`src/rtl/fpu_pkg.sv`:
```
// Shared FPU adder-path types: exponent/mantissa widths, normalizer FSM states, result bundle.
// Latency: n/a (types only).
// Backpressure: n/a.
package fpu_pkg;

    localparam int EXP_W  = 8;
    localparam int FRAC_W = 26;
    localparam int MANT_W = 23;

    localparam logic [EXP_W-1:0] MAX_EXP      = 8'hFF;
    localparam logic [EXP_W-1:0] OVF_EDGE_EXP = MAX_EXP - 8'd1;
    localparam logic [EXP_W-1:0] EXP_ONE      = 8'd1;

    typedef enum logic [1:0] {
        IDLE,
        SHIFT,
        DONE
    } norm_state_t;

    typedef struct packed {
        logic              sign;
        logic [EXP_W-1:0]  exp;
        logic [MANT_W-1:0] frac;
        logic              guard;
        logic              sticky;
        logic              ovf;
        logic              unf;
    } norm_result_t;

endpackage

```
`src/rtl/fp_norm_step.sv`:
```
// Single normalization step: picks the one highest-priority action for the current frac/exp.
// Latency: combinational.
// Backpressure: none; the caller decides when to register the result.
module fp_norm_step
    import fpu_pkg::*;
(
    input  logic [FRAC_W-1:0] frac,
    input  logic [EXP_W-1:0]  exp,
    input  logic              sticky,
    output logic [FRAC_W-1:0] nxt_frac,
    output logic [EXP_W-1:0]  nxt_exp,
    output logic              nxt_sticky,
    output logic              ovf,
    output logic              unf,
    output logic              done
);

    always_comb begin
        nxt_frac   = frac;
        nxt_exp    = exp;
        nxt_sticky = sticky;
        ovf        = 1'b0;
        unf        = 1'b0;
        done       = 1'b1;

        if (exp == MAX_EXP) begin
            // inf/NaN operands pass through untouched
        end else if (frac == '0) begin
            nxt_exp = '0;
            unf     = 1'b1;
        end else if (frac[FRAC_W-1]) begin
            if (exp == OVF_EDGE_EXP) begin
                nxt_exp  = MAX_EXP;
                nxt_frac = '0;
                ovf      = 1'b1;
            end else begin
                nxt_frac   = {1'b0, frac[FRAC_W-1:1]};
                nxt_sticky = sticky | frac[0];
                nxt_exp    = exp + 8'd1;
            end
        end else if (frac[FRAC_W-2]) begin
            // hidden one already in place
        end else if (exp <= EXP_ONE) begin
            // exponent floor reached: leave the magnitude as a denormal
            nxt_exp = '0;
            unf     = 1'b1;
        end else begin
            nxt_frac = {frac[FRAC_W-2:0], 1'b0};
            nxt_exp  = exp - 8'd1;
            done     = 1'b0;
        end
    end

endmodule

```
`src/rtl/fp_normalize_seq.sv`:
```
// Iterative post-add normalizer: one bit of shift per cycle, guard/sticky kept for the rounder.
// Latency: 2 cycles from accept when no left shift is needed, 2+k for k left shifts (max 26).
// Backpressure: valid/ready both sides; result held while out_ready is low, no accept until drained.
module fp_normalize_seq
    import fpu_pkg::*;
(
    input  logic              clk,
    input  logic              rst,
    input  logic              in_valid,
    output logic              in_ready,
    input  logic              in_sign,
    input  logic [FRAC_W-1:0] in_frac,
    input  logic [EXP_W-1:0]  in_exp,
    output logic              out_valid,
    input  logic              out_ready,
    output logic              out_sign,
    output logic [EXP_W-1:0]  out_exp,
    output logic [MANT_W-1:0] out_frac,
    output logic              out_guard,
    output logic              out_sticky,
    output logic              out_ovf,
    output logic              out_unf
);

    norm_state_t       state;
    norm_state_t       state_nxt;
    logic              sign_q;
    logic [FRAC_W-1:0] frac_q;
    logic [EXP_W-1:0]  exp_q;
    logic              sticky_q;
    logic              ovf_q;
    logic              unf_q;

    logic [FRAC_W-1:0] step_frac;
    logic [EXP_W-1:0]  step_exp;
    logic              step_sticky;
    logic              step_ovf;
    logic              step_unf;
    logic              step_done;

    norm_result_t      res;

    fp_norm_step u_step (
        .frac       (frac_q),
        .exp        (exp_q),
        .sticky     (sticky_q),
        .nxt_frac   (step_frac),
        .nxt_exp    (step_exp),
        .nxt_sticky (step_sticky),
        .ovf        (step_ovf),
        .unf        (step_unf),
        .done       (step_done)
    );

    always_ff @(posedge clk or posedge rst) begin
        if (rst) begin
            state <= IDLE;
        end else begin
            state <= state_nxt;
        end
    end

    always_comb begin
        state_nxt = state;
        in_ready  = 1'b0;
        out_valid = 1'b0;
        case (state)
            IDLE: begin
                in_ready = 1'b1;
                if (in_valid) state_nxt = SHIFT;
            end
            SHIFT: begin
                if (step_done) state_nxt = DONE;
            end
            DONE: begin
                out_valid = 1'b1;
                if (out_ready) state_nxt = IDLE;
            end
            default: state_nxt = IDLE;
        endcase
    end

    // Step results are only committed in SHIFT, so DONE holds the result stable under backpressure.
    always_ff @(posedge clk or posedge rst) begin
        if (rst) begin
            sign_q   <= 1'b0;
            frac_q   <= '0;
            exp_q    <= '0;
            sticky_q <= 1'b0;
            ovf_q    <= 1'b0;
            unf_q    <= 1'b0;
        end else begin
            case (state)
                IDLE: begin
                    if (in_valid) begin
                        sign_q   <= in_sign;
                        frac_q   <= in_frac;
                        exp_q    <= in_exp;
                        sticky_q <= 1'b0;
                        ovf_q    <= 1'b0;
                        unf_q    <= 1'b0;
                    end
                end
                SHIFT: begin
                    frac_q   <= step_frac;
                    exp_q    <= step_exp;
                    sticky_q <= step_sticky;
                    ovf_q    <= step_ovf;
                    unf_q    <= step_unf;
                end
                default: ;
            endcase
        end
    end

    always_comb begin
        res.sign   = sign_q;
        res.exp    = exp_q;
        res.frac   = frac_q[MANT_W:1];
        res.guard  = frac_q[0];
        res.sticky = sticky_q;
        res.ovf    = ovf_q;
        res.unf    = unf_q;
    end

    assign out_sign   = res.sign;
    assign out_exp    = res.exp;
    assign out_frac   = res.frac;
    assign out_guard  = res.guard;
    assign out_sticky = res.sticky;
    assign out_ovf    = res.ovf;
    assign out_unf    = res.unf;

endmodule

```
`config.mk`:
```
export PLATFORM = sky130hd
export DESIGN_NAME = fp_normalize_seq
export DESIGN_NICKNAME = d
export VERILOG_FILES = /design/src/rtl/fpu_pkg.sv /design/src/rtl/fp_norm_step.sv /design/src/rtl/fp_normalize_seq.sv
export SDC_FILE = /design/constraint.sdc
export NUM_CORES = 1
export LEC_CHECK = 0
export CAP_MARGIN = 15
export CORE_AREA = 8 8 105 78
export CTS_BUF_LIST = sky130_fd_sc_hd__clkbuf_4 sky130_fd_sc_hd__clkbuf_8 sky130_fd_sc_hd__clkbuf_16
export CTS_CLUSTER_DIAMETER = 120
export DETAILED_ROUTE_END_ITERATION = 12
export DIE_AREA = 0 0 113 86
export PLACE_DENSITY_LB_ADDON = 0.05
export RECOVER_POWER = 50
export SYNTH_ARGS = -nofsm -noshare
export SYNTH_HDL_FRONTEND = slang
export SYNTH_SLANG_ARGS = --single-unit
```
`constraint.sdc`:
```
create_clock -name clk -period 2.5 [get_ports clk]
set_input_delay 0.375 -clock clk [delete_from_list [all_inputs] [get_ports clk]]
set_output_delay 0.375 -clock clk [all_outputs]
set_load 0.005 [all_outputs]
```
## Word-level counts from Yosys, hierarchy flattened

Index checks and enable logic that the tools add are counted.

- $add $sub $neg: 2
- Magnitude comparators: 1
- Equal/unequal tests: 14
- Mux-type cells: 43
- Bitwise logic cells: 1
- Reductions and logical operators: 10

Operator list:

| kind | number |
|---|---|
| $mux 26 | 5 |
| $mux 8 | 7 |
| $pmux 26 s2 | 1 |
| $mux 25 | 2 |
| $logic_not 26->1 | 1 |
| $mux 1 | 20 |
| $eq 8x8->1 const B | 2 |
| $pmux 8 s2 | 1 |
| $ne 2x2->1 const B | 7 |
| $reduce_and 6->1 | 2 |
| $add 8x1->8 const B | 1 |
| $le 8x1->1 const B | 1 |
| $reduce_and 4->1 | 2 |
| $sub 8x1->8 const B | 1 |
| $mux 2 | 3 |
| $ne 3x3->1 const B | 2 |
| $pmux 1 s2 | 3 |
| $pmux 2 s3 | 1 |
| $ne 4x3->1 const B | 1 |
| $reduce_and 2->1 | 2 |
| $reduce_and 3->1 | 1 |
| $eq 2x1->1 const B | 1 |
| $eq 2x2->1 const B | 1 |
| $logic_not 2->1 | 1 |
| other kinds (2) | 2 |

- Register bits: 40
- Bits of input ports: 39
- Output and inout port bits: 38
- Word-level logic and storage cells: 79

## Depth between registers and ports, before layout

- Depth in word-level cells: 8
- Mapped depth: 10
- Depth with buffers taken out: 7

## Cells and area by module

From an unflattened synthesis, not the netlist that was laid out.

- Cell total of the unflattened synthesis: 412
- Area, all modules: 3,349.5 um^2

Modules (own cells, without submodules):

| module | instances | cells an instance | area an instance (um^2) | seq. area each (um^2) |
|---|---|---|---|---|
| fp_normalize_seq | 1 | 215 | 2,070.7 | 1,001.0 |
| fp_norm_step | 1 | 197 | 1,278.7 | 0.0 |

## Worst setup path before layout

No wires, ideal clock.

- Path type: flip-flop to flip-flop
- Start point: register exp_q[0] (netlist: out_exp[0])
- End point: register frac_q[0]
- Setup time: 125 ps
- Arrival: 2,401 ps
- Data required time: 2,375 ps
- Slack: -25 ps
- Cell stages (with the launch flop): 10
- Path buffers: 2
- Cell sequence: dfrtp_1 -> clkbuf_1 -> inv_1 -> ha_1 -> or2_2 -> a31oi_1 -> o22ai_1 -> a21oi_2 -> buf_2 -> mux2_2

- Longest elaborated chain between the ends: 6

Ends and longest elaborated chain:

| item | line | RTL |
|---|---|---|
| from (decl) | fp_normalize_seq.sv:29 | `logic [EXP_W-1:0] exp_q;` |
| from (signal assigned) | fp_normalize_seq.sv:98 | `exp_q <= in_exp;` |
| from (signal assigned) | fp_normalize_seq.sv:106 | `exp_q <= step_exp;` |
| branches (longest 6 deep; another with $le 8x1->1) | -- |  |
| to (signal assigned) | fp_normalize_seq.sv:97 | `frac_q <= in_frac;` |
| to (signal assigned) | fp_normalize_seq.sv:105 | `frac_q <= step_frac;` |
| to (decl) | fp_normalize_seq.sv:28 | `logic [FRAC_W-1:0] frac_q;` |

Several ways; the timed one is not identified. The select of a mux whose other input is x is not followed.
A chain may end at the register's enable or synchronous reset.

## Final worst setup path

- Start point: register exp_q[0] (netlist: out_exp[0])
- End point: register frac_q[12]

The elaborated chain is that of the path after synthesis.

==> results.py <==
metrics = {
    "timing": {
        "max_freq_mhz": 431.8,
        "min_period_over_period_pct": 92.64,
        "rsz0062_at_grt": "false",
        "whs_ns": 0.4914,
        "finalMaxSlewViolations": 0,
        "max_slew_margin_pct": 30.90,
        "setup_viol": 0,
        "worstMarginPinSlew_ns": 1.036,
        "tns_ns": 0,
        "hold_violations": 0,
        "period_needed_ns": 2.316,
        "finClkSkew_ns": 0.008815,
    },
    "floorplanning": {
        "start_util_pct": 42.78,
        "dieArea_um2": 9718,
        "die_h_um": 86,
        "coreArea_um2": 6569,
        "die_w_um": 113,
        "io_pins": 77,
        "rows": 25,
    },
    "synth": {
        "syn_avg_cell_area_um2": 8.782,
        "ys_warn_count": 0,
        "yosysSeqAreaShare_pct": 35.62,
        "synth_top_area_share_pct": 35.62,
        "synthFlopType": "dfrtp_1",
        "syn_inst": 320,
        "synth-edff-count": 0,
        "ys_seq_elements": 40,
        "synth_area_um2": 2810,
        "synth_cell_types": 54,
        "yosys.area.top_type": "dfrtp_1",
        "syn_nets": 363,
        "synthArstFlopShare_pct": 100.0,
        "synthTopCellsByArea": "dfrtp_1, mux2_2, nor2_1, a221oi_1, buf_4",
    },
    "clocking": {
        "numCtsBuffers": 5,
        "hold_buffers": 0,
        "cts.repair.resized": 0,
        "clkTransAtPathRegs_ns": 0.08,
        "cts_setup_buffers": 0,
        "cts_tree": "built",
        "cts_buffer_depth": 2,
        "h-tree-depth": 2,
        "cts.sinks": 40,
        "cts-root-buf": "clkbuf_8",
        "worstSkewPairLatency_ns": 0.30,
    },
    "global_route": {
        "grt_max_degree": 41,
        "grt_pass1_vias": 2583,
        "grt_first_pass_wirelength_um": 13670,
        "grt_overflow_total": 0,
        "grt_usage_pct": 17.36,
        "antenna_found_initial": 0,
    },
    "placed_design": {
        "gp_congestion": 0.8080,
        "postPlaceCellArea_um2": 3565,
        "io_buffers": 76,
        "dp_hpwl_um": 6057,
    },
    "detailed_routing": {
        "dr.pass1.iters": 4,
        "via_per_inst": 5.663,
        "drtIter0Drc": 130,
        "final_antenna_net_count": 0,
        "routed_wl_um": 8366,
        "wl_per_cell_um": 18.31,
        "drc": 0,
        "via_count": 2588,
    },
    "layout": {
        "nFillCells": 627,
        "antenna_cells": 0,
        "area_growth_syn_to_layout_pct": 30.72,
        "nets": 418,
        "design_area_um2": 3674,
        "drive_gt1_share_pct": 17.02,
    },
    "pwr": {
        "p_int_mw": 2.826,
        "p_comb_share_pct": 59.8,
        "p_leak_nw": 1.472,
        "switching_share_pct": 42.69,
        "p_per_area_nw_per_um2": 1342,
        "switching_power_mw": 2.105,
        "pwr-share-seq_pct": 29.3,
        "p_clk_share_pct": 10.9,
        "ir_worst_vdd_mv": 0.5041,
    },
    "critical_path": {
        "reg2reg_setup_slack_ns": 0.18,
        "worstPathArrival_ns": 2.49,
        "critPathMaxFanout": 24,
        "startpoint_type": "register",
        "crit_path_end_kind": "register",
        "crit_type": "reg -> reg",
        "critical_path_required_ns": 2.68,
    },
    "run": {
        "maxCapViolations": 0,
    },
    "worst_hold_path": {
        "hp-class": "reg -> reg",
    },
    "outcome": {
        "status": "completed",
    },
}
==> Yosys cell counts (2+ instances only) <==
library cell,instances
or2_2,2
nand2b_1,2
a22oi_1,2
a221oi_1,23
o21a_1,2
o22ai_1,2
or4_1,2
buf_1,2
a32oi_1,2
ha_1,4
o211ai_1,3
nand3b_1,2
mux2_2,26
o21bai_1,2
nor2_1,58
dfrtp_1,40
nor4_1,6
a21oi_1,9
nor3_1,3
clkbuf_1,14
nand3_1,8
nand4_1,3
and3_1,4
a31oi_1,8
or3_1,2
buf_2,6
and2_1,2
buf_4,24
o21ai_0,9
a211oi_1,2
inv_1,6
nand2_1,18
==> layout by cell type, fill, tap and decap left out, types with 2 or more instances in the layout <==
cell type,netlist,routed
nand4_1,3,3
a31oi_1,8,7
nand3b_1,2,2
or3_1,2,2
o22ai_1,2,2
a21oi_1,9,8
a21oi_2,1,2
nor3_1,3,3
a22oi_1,2,2
clkdlybuf4s50_1,0,57
nand2b_1,2,2
or4_1,2,2
clkbuf_8,0,5
dfrtp_1,40,40
a211oi_1,2,2
inv_1,6,6
a32oi_1,2,2
nand3_1,8,8
nor2_1,58,58
nor4_1,6,6
o21bai_1,2,2
dlygate4sd3_1,0,19
ha_1,4,4
o21a_1,2,2
o21ai_0,9,9
nand2_1,18,18
o211ai_1,3,3
or2_2,2,2
mux2_2,26,26
buf_4,24,17
and2_1,2,2
and3_1,4,4
a221oi_1,23,23
==> cell type report <==
| class | instances | area [µm²] | share of cell area (%) |
|---|---|---|---|
| Tap cell | 81 | 101.3 | 2.759 |
| Clock buffer | 6 | 76.32 | 2.078 |
| Sequential cell | 40 | 1001 | 27.25 |
| Multi-Input combinational cell | 227 | 1524 | 41.49 |
| Timing Repair Buffer | 95 | 913.4 | 24.86 |
| Inverter | 6 | 22.52 | 0.6131 |
| Clock inverter | 2 | 35.03 | 0.9537 |
==> logic make-up (layout without fill, tap and decap cells) <==
group,Yosys count,after routing,synth area share [%]
and+or+nand+nor,119,119,20.44
DFF,40,40,35.62
adders and majority gates,4,4,1.781
buffers and inverters,53,109,10.60
muxes,28,28,11.58
xor gates and xnor gates,1,1,0.3117
AOI/OAI and AO/OA,75,75,19.68
==> sequential cells by signal, summed over array words and instances (netlist names) <==
name,cells
out_sign,1
frac_q,26
out_unf,1
state,2
out_ovf,1
out_exp,8
out_sticky,1
==> layer usage <==
| metal | GRT usage (%) | part of all wire [%] | up-vias |
|---|---|---|---|
| met4 | 4.217 | 0.32 | 0 |
| met2 | 23.76 | 41 | 76 |
| li1 | - | - | 1271 |
| met5 | 0 | 0 | - |
| met3 | 5.049 | 7.1 | 2 |
| met1 | 25.61 | 51 | 1239 |
==> power groups by stage <==
stage / clock, mW / combinational, mW / sequential, mW
2_1_floorplan: 0 / 2.09 / 1.29
3_3_place_gp: 0 / 2.97 / 1.45
3_5_place_dp: 0 / 3.00 / 1.45
4_1_cts: 0.556 / 3.02 / 1.44
5_1_grt: 0.580 / 3.24 / 1.50
6_report: 0.540 / 2.95 / 1.44
==> worst paths after layout <==
path                             from  cells after the start    endpoint
min reg2reg                out_sticky                      1  out_sticky
min in group asynchronous         rst                      3  out_exp[3]
min                        out_sticky                      1  out_sticky
max                        out_exp[0]                      8  frac_q[12]
max in group asynchronous         rst                      3  frac_q[20]
max reg2reg                out_exp[0]                      8  frac_q[12]
==> worst max-delay path, cell delays in order, from the launching register on <==
cell     delay [ns]
dfrtp_1        0.43
inv_1          0.13
ha_1           0.23
or2_2          0.31
a31oi_1        0.17
o22ai_1        0.11
a21oi_2        0.13
buf_4          0.32
mux2_2         0.38
==> stage by stage <==
| step | std cells | total power, mW | util [%] | setup WS, ns |
|---|---|---|---|---|
| 2_1_floorplan | 320 | 3.375 | - | 0.07393 |
| 3_3_place_gp | 449 | 4.419 | 54.27 | 0.2408 |
| 3_5_place_dp | 449 | 4.452 | 54.27 | 0.1658 |
| 4_1_cts | 457 | 5.021 | 55.96 | 0.1666 |
| 5_1_grt | 457 | 5.325 | 55.92 | 0.05493 |
| 6_report | 457 | 4.931 | 55.92 | 0.1840 |
Power figures use the tool's default switching activity.
